$ cat src/rtl/collision_score.sv
// collision_score: per-frame player/pipe/boundary collision check, BCD scoring and IDLE/PLAY/OVER game FSM
module collision_score #(
  parameter int P_X   = 160,
  parameter int P_W   = 20,
  parameter int P_H   = 20,
  parameter int T_W   = 29,
  parameter int S_Z   = 120,
  parameter int SCR_H = 480
) (
  input  logic        clk,
  input  logic        reset,
  input  logic        frame_tick,
  input  logic        start,
  input  logic [9:0]  p_y,
  input  logic [9:0]  o1_x,
  input  logic [9:0]  o2_x,
  input  logic [9:0]  o3_x,
  input  logic [9:0]  S_H1,
  input  logic [9:0]  S_H2,
  input  logic [9:0]  S_H3,
  output logic [1:0]  state,
  output logic        game_over,
  output logic        hit,
  output logic [15:0] score,
  output logic [15:0] high_score
);
  typedef enum logic [1:0] {IDLE, PLAY, OVER} state_t;
  state_t state_q, state_d;
  logic [2:0][9:0] ox, sh;
  logic [2:0] pipe, nw, pass;
  logic [10:0] py, py_bot;
  logic [1:0] n;
  logic bound, coll, hit_d;
  logic [15:0] score_d, high_d;
  assign ox = {o3_x, o2_x, o1_x};
  assign sh = {S_H3, S_H2, S_H1};
  assign py = {1'b0, p_y};
  assign py_bot = py + 11'(P_H - 1);
  for (genvar i = 0; i < 3; i++) begin : g_obs
    logic [10:0] x, h;
    assign x = {1'b0, ox[i]};
    assign h = {1'b0, sh[i]};
    assign pipe[i] = x <= 11'(P_X + P_W + T_W - 3) && x >= 11'(P_X) &&
                     (py < h || py_bot >= h + 11'(S_Z - 1));
    assign nw[i] = !pass[i] && x < 11'(P_X);
  end
  assign bound = p_y == 10'd0 || py_bot >= 11'(SCR_H - 1);
  assign coll = bound | |pipe;
  assign n = {1'b0, nw[0]} + {1'b0, nw[1]} + {1'b0, nw[2]};
  // Ripple the 0..3 increment through the digits; a carry out of the top digit saturates.
  function automatic logic [15:0] bcd_inc(input logic [15:0] s, input logic [1:0] a);
    logic [4:0] d;
    logic [1:0] c;
    logic [15:0] r;
    c = a;
    r = '0;
    for (int k = 0; k < 4; k++) begin
      d = {1'b0, s[4*k+:4]} + {3'b0, c};
      c = {1'b0, d > 5'd9};
      r[4*k+:4] = d > 5'd9 ? 4'(d - 5'd10) : d[3:0];
    end
    return c[0] ? 16'h9999 : r;
  endfunction
  always_comb begin
    state_d = state_q;
    score_d = score;
    high_d = high_score;
    hit_d = 1'b0;
    unique case (state_q)
      IDLE: state_d = start ? PLAY : IDLE;
      PLAY: if (frame_tick) begin
        if (coll) begin
          state_d = OVER;
          hit_d = 1'b1;
          high_d = score > high_score ? score : high_score;
        end else score_d = bcd_inc(score, n);
      end
      OVER: if (start) begin
        state_d = IDLE;
        score_d = '0;
      end
      default: state_d = IDLE;
    endcase
  end
  always_ff @(posedge clk or posedge reset)
    if (reset) begin
      state_q <= IDLE;
      game_over <= 1'b0;
      hit <= 1'b0;
      score <= '0;
      high_score <= '0;
      pass <= '0;
    end else begin
      state_q <= state_d;
      game_over <= state_d == OVER;
      hit <= hit_d;
      score <= score_d;
      high_score <= high_d;
      if (frame_tick) pass <= {ox[2] < 10'(P_X), ox[1] < 10'(P_X), ox[0] < 10'(P_X)};
    end
  assign state = state_q;
endmodule

$ cat config.mk
export PLATFORM = sky130hd
export DESIGN_NAME = collision_score
export DESIGN_NICKNAME = d
export VERILOG_FILES = /design/src/rtl/collision_score.sv
export SDC_FILE = /design/constraint.sdc
export NUM_CORES = 1
export LEC_CHECK = 0
export BUFFER_PORTS_ARGS = -buffer_cell sky130_fd_sc_hd__buf_2
export CAP_MARGIN = 20
export CORE_MARGIN = 3
export CORE_UTILIZATION = 51
export CTS_CLUSTER_DIAMETER = 50
export CTS_CLUSTER_SIZE = 20
export DETAILED_ROUTE_END_ITERATION = 12
export MAX_ROUTING_LAYER = met4
export PLACE_DENSITY_LB_ADDON = 0.12
export SLEW_MARGIN = 10
export SYNTH_ARGS = -nofsm -noshare
export SYNTH_HDL_FRONTEND = slang
export SYNTH_SLANG_ARGS = --single-unit
$ cat constraint.sdc
create_clock -name clk -period 5.45 [get_ports clk]
set_clock_uncertainty 0.05 [all_clocks]
set_input_delay 0.2725 -clock clk [delete_from_list [all_inputs] [get_ports clk]]
set_output_delay 0.2725 -clock clk [all_outputs]
set_load 0.03 [all_outputs]
==> results.sh <==
export IMPL_final_fill_count=820
export IMPL_synth_cell_types=65
export IMPL_ys_warn_count=0
export IMPL_clkSinkCount=39
export IMPL_area_growth_pct=22.4
export IMPL_reg2reg_from="pass[2]"
export IMPL_worstPathArrival_ns=5.51
export IMPL_end_kind="register"
export IMPL_r2r_end="score[3]"
export IMPL_post_dp_cell_area_um2=5820
export IMPL_grt_max_degree=40
export IMPL_worstPathMaxFanout=5
export IMPL_clock_latency_ns=0.30
export IMPL_syn_area_um2=4960
export IMPL_finalCritPeriodShare_pct=98.7
export IMPL_design_portCount=110
export IMPL_cp_common_cell="a21oi_2"
export IMPL_clkPwrFrac_pct=19.4
export IMPL_reg2regPathDepth=28
export IMPL_peakVddDrop_uv=129
export IMPL_cpMaxStageDelayCell="fa_1"
export IMPL_synthArstFlopShare_pct=100
export IMPL_htreeDepth=2
export IMPL_combinationalPowerShare_pct=48.6
export IMPL_finalMaxSlewViolations=0
export IMPL_drive_gt1_share_pct=29.7
export IMPL_cts_root_buf="clkbuf_8"
export IMPL_maxSlewHeadroom_pct=47.4
export IMPL_cts_buffers=5
export IMPL_tns_ns=0
export IMPL_drt_total_wl_um=13100
export IMPL_netSwitchingFraction_pct=41.1
export IMPL_antenna_found_initial=0
export IMPL_rsz0062_at_grt="yes"
export IMPL_routedWlPerCell_um=15.5
export IMPL_syn_avg_cell_area_um2=8.51
export IMPL_layout_min_cycle_time_ns=5.38
export IMPL_clockBufferDepth=2
export IMPL_die_h_um=105
export IMPL_max_cap_violations=0
export IMPL_ys_flop_type="dfrtp_1"
export IMPL_grt_pass1_wl_um=21700
export IMPL_required_ns=5.58
export IMPL_hpwlAfterDp_um=10500
export IMPL_cts_clk_slew_worst_paths_ns=0.08
export IMPL_worst_r2r_setup_slack_ns=0.07
export IMPL_first_iter_violations=245
export IMPL_core_area_um2=9330
export IMPL_seq_area_frac_synth_pct=19.7
export IMPL_p_leak_nw=2.98
export IMPL_p_per_area_nw_per_um2=170
export IMPL_cts_tree="built"
export IMPL_startpoint_type="register"
export IMPL_critPathKind="reg -> reg"
export IMPL_worstHoldPathType="in -> async"
export IMPL_synth_nets=754
export IMPL_worst_slew_pin_slew_ns=0.789
export IMPL_n_antenna_cell=0
export IMPL_postRouteAntennaNets=0
export IMPL_seq_power_share_pct=32.1
export IMPL_port_buffers=109
export IMPL_via_per_inst=5.62
export IMPL_overflow=0
export IMPL_die_area_um2=10900
export IMPL_netlist_instances=583
export IMPL_die_width_um=105
export IMPL_drc=0
export IMPL_setup_violations=0
export IMPL_p_int_mw=0.610
export IMPL_num_rows=35
export IMPL_critical_path_max_stage_delay_ns=0.43
export IMPL_outcome="finished, final reports clean"
export IMPL_p_sw_mw=0.425
export IMPL_first_global_vias=4678
export IMPL_gp_congestion=0.884
export IMPL_synth_edf_count=0
export IMPL_start_util_pct=53.2
export IMPL_nets=888
export IMPL_first_pass_iters=4
export IMPL_utilization_pct=65.1
export IMPL_synth_seq_cells=39
export IMPL_fin_area_um2=6070
export IMPL_fmax_mhz=186
export IMPL_finalHoldViolations=0
export IMPL_grtUsageTotal_pct=24.5
export IMPL_via_count=4759
## repair_timing
action / 4_1_cts / 5_1_grt
endpoints found under the setup margin: 14 / 15
pin swaps: 1 / 17
setup buffers: 1 / 3
gates resized for setup: 3 / 39
hold endpoints to repair: 0 / 0
hold buffers: 0 / 0
## placed cells by master (no fill, tap or decap), types with 22 or more instances in the layout
cell and instances:
a21oi_1 22, buf_2 109, ha_1 88, nor2_1 28
nand2_1 41, buf_4 30, inv_1 62, o21ai_0 30
dfrtp_1 39, xnor2_1 36
## routing by layer
layer / track usage, % / wire length [um] / up-vias
met5: - / 0 / -
li1: - / - / 2380
met1: 34.0 / 6360 / 2264
met3: 3.89 / 621 / 6
met2: 39.3 / 6090 / 109
met4: 2.91 / 80 / 0
## metrics by stage
step / worst slack [ns] / power, mW / hold WS, ns / instances
finish: 0.0690 / 1.03 / 0.0262 / 847
global route: -0.190 / 1.12 / 0.0879 / 847
CTS: 0.0217 / 1.02 / 0.0612 / 844
detailed placement: -0.327 / 0.819 / 0.387 / 835
global placement: -0.103 / 0.799 / 0.369 / 835
floorplan: 0.00943 / 0.657 / 0.312 / 583
## layout make-up
class                           instances  area [um^2]  area share [%]
Sequential cell                        39          976            16.1
Timing Repair Buffer                  141          793            13.1
Clock buffer                            6         72.6            1.20
Inverter                               67          251            4.14
Clock inverter                          2         12.5           0.206
Tap cell                              129          161            2.66
Multi-Input combinational cell        463         3800            62.7
## cells by family (layout without fill, tap and decap cells)
| group | count (synthesis) | count (layout) | share of synthesized area [%] |
|---|---|---|---|
| buf+inv | 81 | 216 | 7.01 |
| simple gates | 170 | 170 | 17.6 |
| fa+ha+maj | 97 | 97 | 24.8 |
| compound gates | 129 | 129 | 17.4 |
| mux | 30 | 30 | 6.91 |
| xor+xnor | 37 | 37 | 6.54 |
| flops | 39 | 39 | 19.7 |
## synth_stat cells (all sizes together) (3+ instances only)
master / n / area share, %
ha: 95 / 24
inv: 67 / 5.1
nand2: 47 / 3.6
dfrtp: 39 / 20
o21ai: 37 / 3.7
xnor2: 36 / 6.4
nor2: 30 / 2.3
a21oi: 27 / 2.7
mux2i: 17 / 3.4
nand3: 17 / 1.7
nand4: 14 / 1.8
mux2: 13 / 3.5
and3: 12 / 1.6
nor3: 11 / 1.2
a31oi: 10 / 1.6
a211oi: 8 / 1.3
a21o: 8 / 1.2
clkbuf: 8 / 0.63
nor2b: 7 / 0.88
buf: 6 / 1.3
nor4: 6 / 0.76
o211ai: 6 / 1.1
nand2b: 5 / 0.63
nand3b: 5 / 0.76
o32ai: 5 / 0.88
o22ai: 4 / 0.50
a311oi: 3 / 0.66
a41oi: 3 / 0.53
o21a: 3 / 0.45
or2: 3 / 0.38
or3: 3 / 0.40
## sequential cells by signal (all words and copies together), names as in the netlist
| register | count |
|---|---|
| high_score | 16 |
| score | 16 |
| state | 2 |
| hit | 1 |
| game_over | 1 |
| pass | 3 |
## power groups by stage
| stage | Combinational (mW) | Clock, mW | Sequential [mW] |
|---|---|---|---|
| after global routing | 0.556 | 0.225 | 0.336 |
| final | 0.503 | 0.200 | 0.332 |
| after CTS | 0.484 | 0.204 | 0.332 |
| after global placement | 0.463 | 0 | 0.336 |
| after detailed placement | 0.481 | 0 | 0.338 |
| after floorplan | 0.283 | 0 | 0.374 |
## worst max-delay path, delay by kind of cell (launching register included)
family | cells | cell delay (ns)
buffers and inverters | 4 | 0.22
multiplexers | 1 | 0.08
adder cells (fa/ha/maj) | 9 | 2.31
flip-flops | 1 | 0.38
AO/OA/AOI/OAI | 9 | 1.57
AND/OR/NAND/NOR | 5 | 0.65
## worst max path at each step
stage,from,to,slack [ns],cells after the start
global placement,o3_x[6],score[14],-0.10,31
finish,pass[2],score[3],0.07,28
floorplan,o1_x[6],score[14],0.009,28
detailed placement,o3_x[6],score[11],-0.33,31
CTS,pass[2],score[14],0.02,28
global route,pass[2],score[14],-0.19,28
(Power assumes the default switching activity.)
